## src/rtl/switch_core_rr_if.sv

```systemverilog
// Handshake bundle between the input/output port arrays and the switch core.
// The core takes the slave view; the surrounding fabric (or a bench) takes master.
interface switch_core_rr_if #(
  parameter int NUM_PORTS = 4,
  parameter int DATA_W    = 8
);
  logic [NUM_PORTS-1:0]        in_valid;
  logic [NUM_PORTS*DATA_W-1:0] in_data;
  logic [NUM_PORTS-1:0]        in_ready;
  logic [NUM_PORTS-1:0]        out_valid;
  logic [NUM_PORTS*DATA_W-1:0] out_data;
  logic [NUM_PORTS-1:0]        out_ready;
  logic [NUM_PORTS-1:0]        dest_err;

  modport master (
    output in_valid, in_data, out_ready,
    input  in_ready, out_valid, out_data, dest_err
  );

  modport slave (
    input  in_valid, in_data, out_ready,
    output in_ready, out_valid, out_data, dest_err
  );
endinterface

```

## src/rtl/switch_core_rr.sv

```systemverilog
// NUM_PORTS x NUM_PORTS single-beat switch: per-input FIFO, per-output round-robin
// arbiter feeding a one-entry registered output stage with backpressure.
module switch_core_rr #(
  parameter int NUM_PORTS  = 4,
  parameter int DATA_W     = 8,
  parameter int FIFO_DEPTH = 4,
  parameter int DEST_W     = $clog2(NUM_PORTS)
) (
  input  logic            clk,
  input  logic            reset,
  switch_core_rr_if.slave bus
);
  localparam int              PTR_W    = $clog2(FIFO_DEPTH);
  localparam logic [PTR_W:0]  FULL_CNT = (PTR_W+1)'(FIFO_DEPTH);
  localparam logic [PTR_W:0]  ONE_CNT  = (PTR_W+1)'(1);
  localparam logic [PTR_W-1:0] ONE_PTR = PTR_W'(1);
  localparam logic [DEST_W-1:0] RR_INIT = DEST_W'(NUM_PORTS-1);

  logic [DATA_W-1:0] mem_q     [NUM_PORTS][FIFO_DEPTH];
  logic [PTR_W-1:0]  wrPtr_q   [NUM_PORTS];
  logic [PTR_W-1:0]  rdPtr_q   [NUM_PORTS];
  logic [PTR_W:0]    count_q   [NUM_PORTS];
  logic [DATA_W-1:0] outData_q [NUM_PORTS];
  logic [DATA_W-1:0] outData_d [NUM_PORTS];
  logic [DEST_W-1:0] rrPtr_q   [NUM_PORTS];
  logic [DEST_W-1:0] rrPtr_d   [NUM_PORTS];
  logic [NUM_PORTS-1:0] outValid_q, outValid_d;
  logic [NUM_PORTS-1:0] destErr_q;

  logic [NUM_PORTS-1:0] inReady, accept, push, pop, notEmpty, sel;
  logic [DATA_W-1:0]    inBeat   [NUM_PORTS];
  logic [DATA_W-1:0]    head     [NUM_PORTS];
  logic [DEST_W-1:0]    inDest   [NUM_PORTS];
  logic [DEST_W-1:0]    headDest [NUM_PORTS];
  logic [DEST_W-1:0]    cand;

  // in_ready depends only on registered occupancy, so a same-cycle pop on a
  // full FIFO does not reopen it until the following cycle.
  always_comb begin
    for (int i = 0; i < NUM_PORTS; i++) begin
      inBeat[i]   = bus.in_data[i*DATA_W +: DATA_W];
      inDest[i]   = inBeat[i][DATA_W-1 -: DEST_W];
      inReady[i]  = (count_q[i] != FULL_CNT);
      notEmpty[i] = (count_q[i] != '0);
      accept[i]   = bus.in_valid[i] && inReady[i];
      push[i]     = accept[i] && (int'(inDest[i]) < NUM_PORTS);
      head[i]     = mem_q[i][rdPtr_q[i]];
      headDest[i] = head[i][DATA_W-1 -: DEST_W];
    end
  end

  // Scanning from the farthest candidate down lets the nearest requester after
  // rrPtr overwrite the others, so the last match is the round-robin winner.
  always_comb begin
    pop        = '0;
    sel        = '0;
    cand       = '0;
    outValid_d = outValid_q;
    for (int j = 0; j < NUM_PORTS; j++) begin
      outData_d[j] = outData_q[j];
      rrPtr_d[j]   = rrPtr_q[j];
      if (!outValid_q[j] || bus.out_ready[j]) begin
        outValid_d[j] = 1'b0;
        outData_d[j]  = '0;
        sel           = '0;
        for (int k = NUM_PORTS; k >= 1; k--) begin
          cand = DEST_W'((int'(rrPtr_q[j]) + k) % NUM_PORTS);
          if (notEmpty[cand] && (int'(headDest[cand]) == j)) begin
            outValid_d[j] = 1'b1;
            outData_d[j]  = head[cand];
            rrPtr_d[j]    = cand;
            sel           = '0;
            sel[cand]     = 1'b1;
          end
        end
        pop = pop | sel;
      end
    end
  end

  always_ff @(posedge clk or negedge reset) begin
    if (!reset) begin
      for (int i = 0; i < NUM_PORTS; i++) begin
        wrPtr_q[i]   <= '0;
        rdPtr_q[i]   <= '0;
        count_q[i]   <= '0;
        outData_q[i] <= '0;
        rrPtr_q[i]   <= RR_INIT;
      end
      outValid_q <= '0;
      destErr_q  <= '0;
    end else begin
      for (int i = 0; i < NUM_PORTS; i++) begin
        if (push[i]) wrPtr_q[i] <= wrPtr_q[i] + ONE_PTR;
        if (pop[i])  rdPtr_q[i] <= rdPtr_q[i] + ONE_PTR;
        if (push[i] && !pop[i])      count_q[i] <= count_q[i] + ONE_CNT;
        else if (!push[i] && pop[i]) count_q[i] <= count_q[i] - ONE_CNT;
        outData_q[i] <= outData_d[i];
        rrPtr_q[i]   <= rrPtr_d[i];
      end
      outValid_q <= outValid_d;
      destErr_q  <= accept & ~push;
    end
  end

  // Storage needs no reset: a slot is only read after it has been written.
  always_ff @(posedge clk) begin
    for (int i = 0; i < NUM_PORTS; i++) begin
      if (push[i]) mem_q[i][wrPtr_q[i]] <= inBeat[i];
    end
  end

  assign bus.in_ready  = inReady;
  assign bus.out_valid = outValid_q;
  assign bus.dest_err  = destErr_q;

  for (genvar j = 0; j < NUM_PORTS; j++) begin : g_out
    assign bus.out_data[j*DATA_W +: DATA_W] = outData_q[j];
  end
endmodule

```

## src/flat_wrapper.sv

```systemverilog
// flat-port wrapper written by rule: the top's interface ports become plain ports
module switch_core_rr_flat 
#(
  parameter int NUM_PORTS  = 4,
  parameter int DATA_W     = 8,
  parameter int FIFO_DEPTH = 4,
  parameter int DEST_W     = $clog2(NUM_PORTS)
)
  (clk, reset, bus_in_valid, bus_in_data, bus_out_ready, bus_in_ready, bus_out_valid, bus_out_data, bus_dest_err);
  switch_core_rr_if #(.NUM_PORTS(NUM_PORTS), .DATA_W(DATA_W)) bus_i ();
  input  logic clk;
  input  logic reset;
  input wire logic [$bits(bus_i.in_valid)-1:0] bus_in_valid;
  input wire logic [$bits(bus_i.in_data)-1:0] bus_in_data;
  input wire logic [$bits(bus_i.out_ready)-1:0] bus_out_ready;
  output wire logic [$bits(bus_i.in_ready)-1:0] bus_in_ready;
  output wire logic [$bits(bus_i.out_valid)-1:0] bus_out_valid;
  output wire logic [$bits(bus_i.out_data)-1:0] bus_out_data;
  output wire logic [$bits(bus_i.dest_err)-1:0] bus_dest_err;
  assign bus_i.in_valid = bus_in_valid;
  assign bus_i.in_data = bus_in_data;
  assign bus_i.out_ready = bus_out_ready;
  assign bus_in_ready = bus_i.in_ready;
  assign bus_out_valid = bus_i.out_valid;
  assign bus_out_data = bus_i.out_data;
  assign bus_dest_err = bus_i.dest_err;
  switch_core_rr #(.NUM_PORTS(NUM_PORTS), .DATA_W(DATA_W), .FIFO_DEPTH(FIFO_DEPTH), .DEST_W(DEST_W)) u_core (.clk(clk), .reset(reset), .bus(bus_i));
endmodule
```

## config.mk

```make
export PLATFORM = sky130hd
export DESIGN_NAME = switch_core_rr_flat
export DESIGN_NICKNAME = d
export VERILOG_FILES = /design/src/rtl/switch_core_rr_if.sv /design/src/rtl/switch_core_rr.sv /design/src/flat_wrapper.sv
export SDC_FILE = /design/constraint.sdc
export NUM_CORES = 1
export LEC_CHECK = 0
export ABC_AREA = 1
export CAP_MARGIN = 5
export CORE_ASPECT_RATIO = 2
export CORE_MARGIN = 2
export CORE_UTILIZATION = 61
export CTS_CLUSTER_SIZE = 20
export DETAILED_ROUTE_END_ITERATION = 6
export PLACE_DENSITY = 0.82
export SLEW_MARGIN = 20
export SYNTH_ARGS = -nofsm -noshare
export SYNTH_HDL_FRONTEND = slang
export SYNTH_SLANG_ARGS = --single-unit
```

## constraint.sdc

```tcl
create_clock -name clk -period 4.5 [get_ports clk]
set_input_delay 0.675 -clock clk [delete_from_list [all_inputs] [get_ports clk]]
set_output_delay 0.675 -clock clk [all_outputs]
set_load 0.01 [all_outputs]
```

==> summary.txt <==
Run status
  • Status: completed

Die
  • Die height: 211 um
  • Die area: 22700 um2
  • Core area: 21000 um2
  • Initial Util: 62.2%
  • Number of core rows: 75
  • Io pins: between 80 and 90
  • Die Wd: roughly 110 um

GRT
  • Antenna violations before repair: 0
  • Largest net degree at the start of global routing: 53
  • First-pass GRT wire length: 56300 um
  • Global route overflow: 0
  • Global Route Usage Sum: 32.4%
  • Number of global-route vias before repair: around 11k

Clocking
  • Max clock buf depth: 2
  • Clock sink count: 200
  • Post-CTS Repair Setup Buffers: 0
  • H-Tree Level Count: 4
  • Post-cts resize count: 0
  • Root Buffer: clkbuf_16
  • Cts bufs inserted: 17
  • CTS tree: built
  • # hold bufs at CTS: 0
  • Worst skew pair latency: 0.46 ns
  • Clk slew on worst S/H paths: roughly 0.080 ns

Flow run
  • Max_cap viols: 0

Timing
  • Slew Limit Headroom: 16.7%
  • Endpoints failing setup: 0
  • Setup TNS: 0 ns
  • Hold_ws: between 0.15 and 0.2 ns
  • Min Tclk post-route: 3.96 ns
  • Setup ws final: 0.543 ns
  • Unrepaired setup endpoints after global routing: false
  • Maximum operating frequency: 253 MHz
  • Fin. max-slew vios: 0
  • Period utilisation layout: 87.9%
  • Setup Skew: around 0.012 ns
  • Least-Margin Pin Slew: 1.25 ns
  • Final Hold Vio Count: 0

Worst setup path
  • Worst path slowest cell: dfstp_2
  • Setup CP Type: register to register
  • CP Cell Sequence: inv_1 -> buf_4 -> nand3_1 -> o21ai_0 -> nor2_1 -> nand3_2 -> nand2_4 -> inv_2 -> nand3_1 -> nand2_1 -> inv_1 -> nand2_1 -> nand2_1 -> nand2_1 -> inv_2 -> nand2_1 -> inv_1 -> ha_1 -> inv_1 -> fa_1 -> a21oi_1 -> o21ai_0 -> xor2_1
  • CP Max Fanout: 52
  • Required @ worst endpoint: slightly below 5 ns
  • Worst path arrival time: 4.29 ns
  • Crit-path leading delay family: simple AND/OR/NAND/NOR gates
  • Crit path top cell by count: nand2_1
  • Worst reg2reg path depth: 23
  • Crit-path max cell delay: 0.82 ns
  • Nature of the critical path endpoint: register
  • Critical path depth: 23
  • Worst Path Buf+Inv: 7
  • CP Launch Type: register

Logic synthesis
  • Yosys warns: 0
  • Yosys reg bits: 200
  • Post-synth EDFFs: 128
  • Post-synthesis cell area: 13100 um2
  • Mean Syn Cell Area: 7.90 um2
  • Cells after Synth: 1657
  • Primary FF master, synth: edfxtp_1
  • Ys async rst share: 36.0%
  • Seq/Total Area, Yosys: 43.2%
  • Count of cell types in the netlist: 42

Detailed routing
  • Routed wire length: 35800 um
  • Routed len/inst: about 18 um
  • Vias/cell: 5.84
  • Vias: 11.6k
  • Final antenna-violating net count: 0
  • Starting DRT DRC Count: 959
  • First-pass iteration count of the detailed router: 6
  • # DRC: 0

Final layout
  • Antenna cells: 0
  • Nets: 1785
  • Commonest non-fill, non-tap cells in the layout: nand2_1, o21ai_0, nor2_1
  • Final Core Density: 69.1%
  • Share of post-route cells with drive strength above 1: 11.2%
  • Most common cell after layout, fill and taps aside: nand2_1
  • Synthesis-to-finish area growth: 11.1%

Place
  • Pre-CTS setup slack: between 0.6 and 0.7 ns
  • PortBufs: 81
  • Gpl congestion: 0.975
  • Detailed placer's ending HPWL: 26100 um

Hold path
  • Min-delay worst type: primary input to asynchronous set/reset pin
## cell families after synthesis
family | Yosys count | synth area share, %
muxes | 28 | 2.18
AOI/OAI and AO/OA | 345 | 14.5
and+or+nand+nor | 831 | 27.5
adders and majority gates | 44 | 4.44
other | 1 | 0.0287
xor gates and xnor gates | 20 | 1.34
DFF | 200 | 43.2
buffers and inverters | 188 | 6.78
## per-layer routing
layer / vias up / GRT usage (%) / wire (um)
li1: 5616 / - / -
met1: 5319 / 35.6 / 12900
met2: 488 / 55.5 / 18100
met3: 139 / 5.40 / 2080
met4: 0 / 23.4 / 2740
met5: - / 0 / 0
## cell usage after synthesis, types with 3 or more instances
master | instances | area, um2
a21oi_1 | 37 | 185
a21oi_2 | 4 | 35.0
a31oi_1 | 24 | 150
buf_1 | 6 | 22.5
buf_2 | 17 | 85.1
buf_4 | 10 | 75.1
buf_6 | 14 | 158
clkbuf_1 | 34 | 128
dfrtp_1 | 64 | 1600
dfstp_2 | 8 | 210
edfxtp_1 | 128 | 3840
fa_1 | 4 | 80.1
ha_1 | 40 | 500
inv_1 | 81 | 304
inv_2 | 21 | 78.8
inv_6 | 3 | 26.3
mux2_2 | 4 | 45.0
mux2i_1 | 24 | 240
nand2_1 | 524 | 1970
nand2_2 | 50 | 313
nand2_4 | 5 | 56.3
nand3_1 | 68 | 340
nand3_2 | 26 | 260
nor2_1 | 146 | 548
nor2_2 | 4 | 25.0
nor2_4 | 7 | 78.8
o21ai_0 | 216 | 1080
o21ai_1 | 9 | 45.0
o22a_1 | 12 | 105
o22ai_1 | 35 | 219
xnor2_1 | 4 | 35.0
xor2_1 | 16 | 140
## worst paths after layout
| check | end | slack [ns] | from |
|---|---|---|---|
| max in group asynchronous | u_core.bus.out_data[0]$_DFFE_PN0N_ | 3.37 | reset |
| worst min-delay path | u_core.wrPtr_q[2]$_DFFE_PN0P_ | 0.17 | reset |
| worst max register to register | u_core.count_q[2]$_DFFE_PN0P_ | 0.54 | u_core.rrPtr_q[0]$_DFFE_PN1P_ |
| worst max-delay path | u_core.count_q[2]$_DFFE_PN0P_ | 0.54 | u_core.rrPtr_q[0]$_DFFE_PN1P_ |
| min in group clk | u_core.bus.out_data[22]$_DFFE_PN0N_ | 0.49 | u_core.bus.out_data[22]$_DFFE_PN0N_ |
| worst min register to register | u_core.bus.out_data[22]$_DFFE_PN0N_ | 0.49 | u_core.bus.out_data[22]$_DFFE_PN0N_ |
## layout make-up
class	instances	area (um2)
clock inverter	15	179
tap	269	337
inverter	107	419
clock buffer	17	425
fill	1731	6490
timing repair buffer	101	958
multi-input combinational	1272	6560
sequential	200	5660
## through the flow
| step | std cells | cell area, um2 |
|---|---|---|
| floorplan | 1660 | 13100 |
| global placement | 1948 | 13900 |
| detailed placement | 1949 | 13900 |
| CTS | 1981 | 14500 |
| global route | 1981 | 14500 |
| finish | 1981 | 14500 |
## registers in the layout (all words and copies together), names as in the netlist
signal	cells
u_core.bus.out_data	32
u_core.bus.out_valid	4
u_core.count_q	12
u_core.mem_q	128
u_core.rdPtr_q	8
u_core.rrPtr_q	8
u_core.wrPtr_q	8
Power is not shown: default switching activity piles up to over one toggle a cycle in this logic, so the estimate is an artifact.
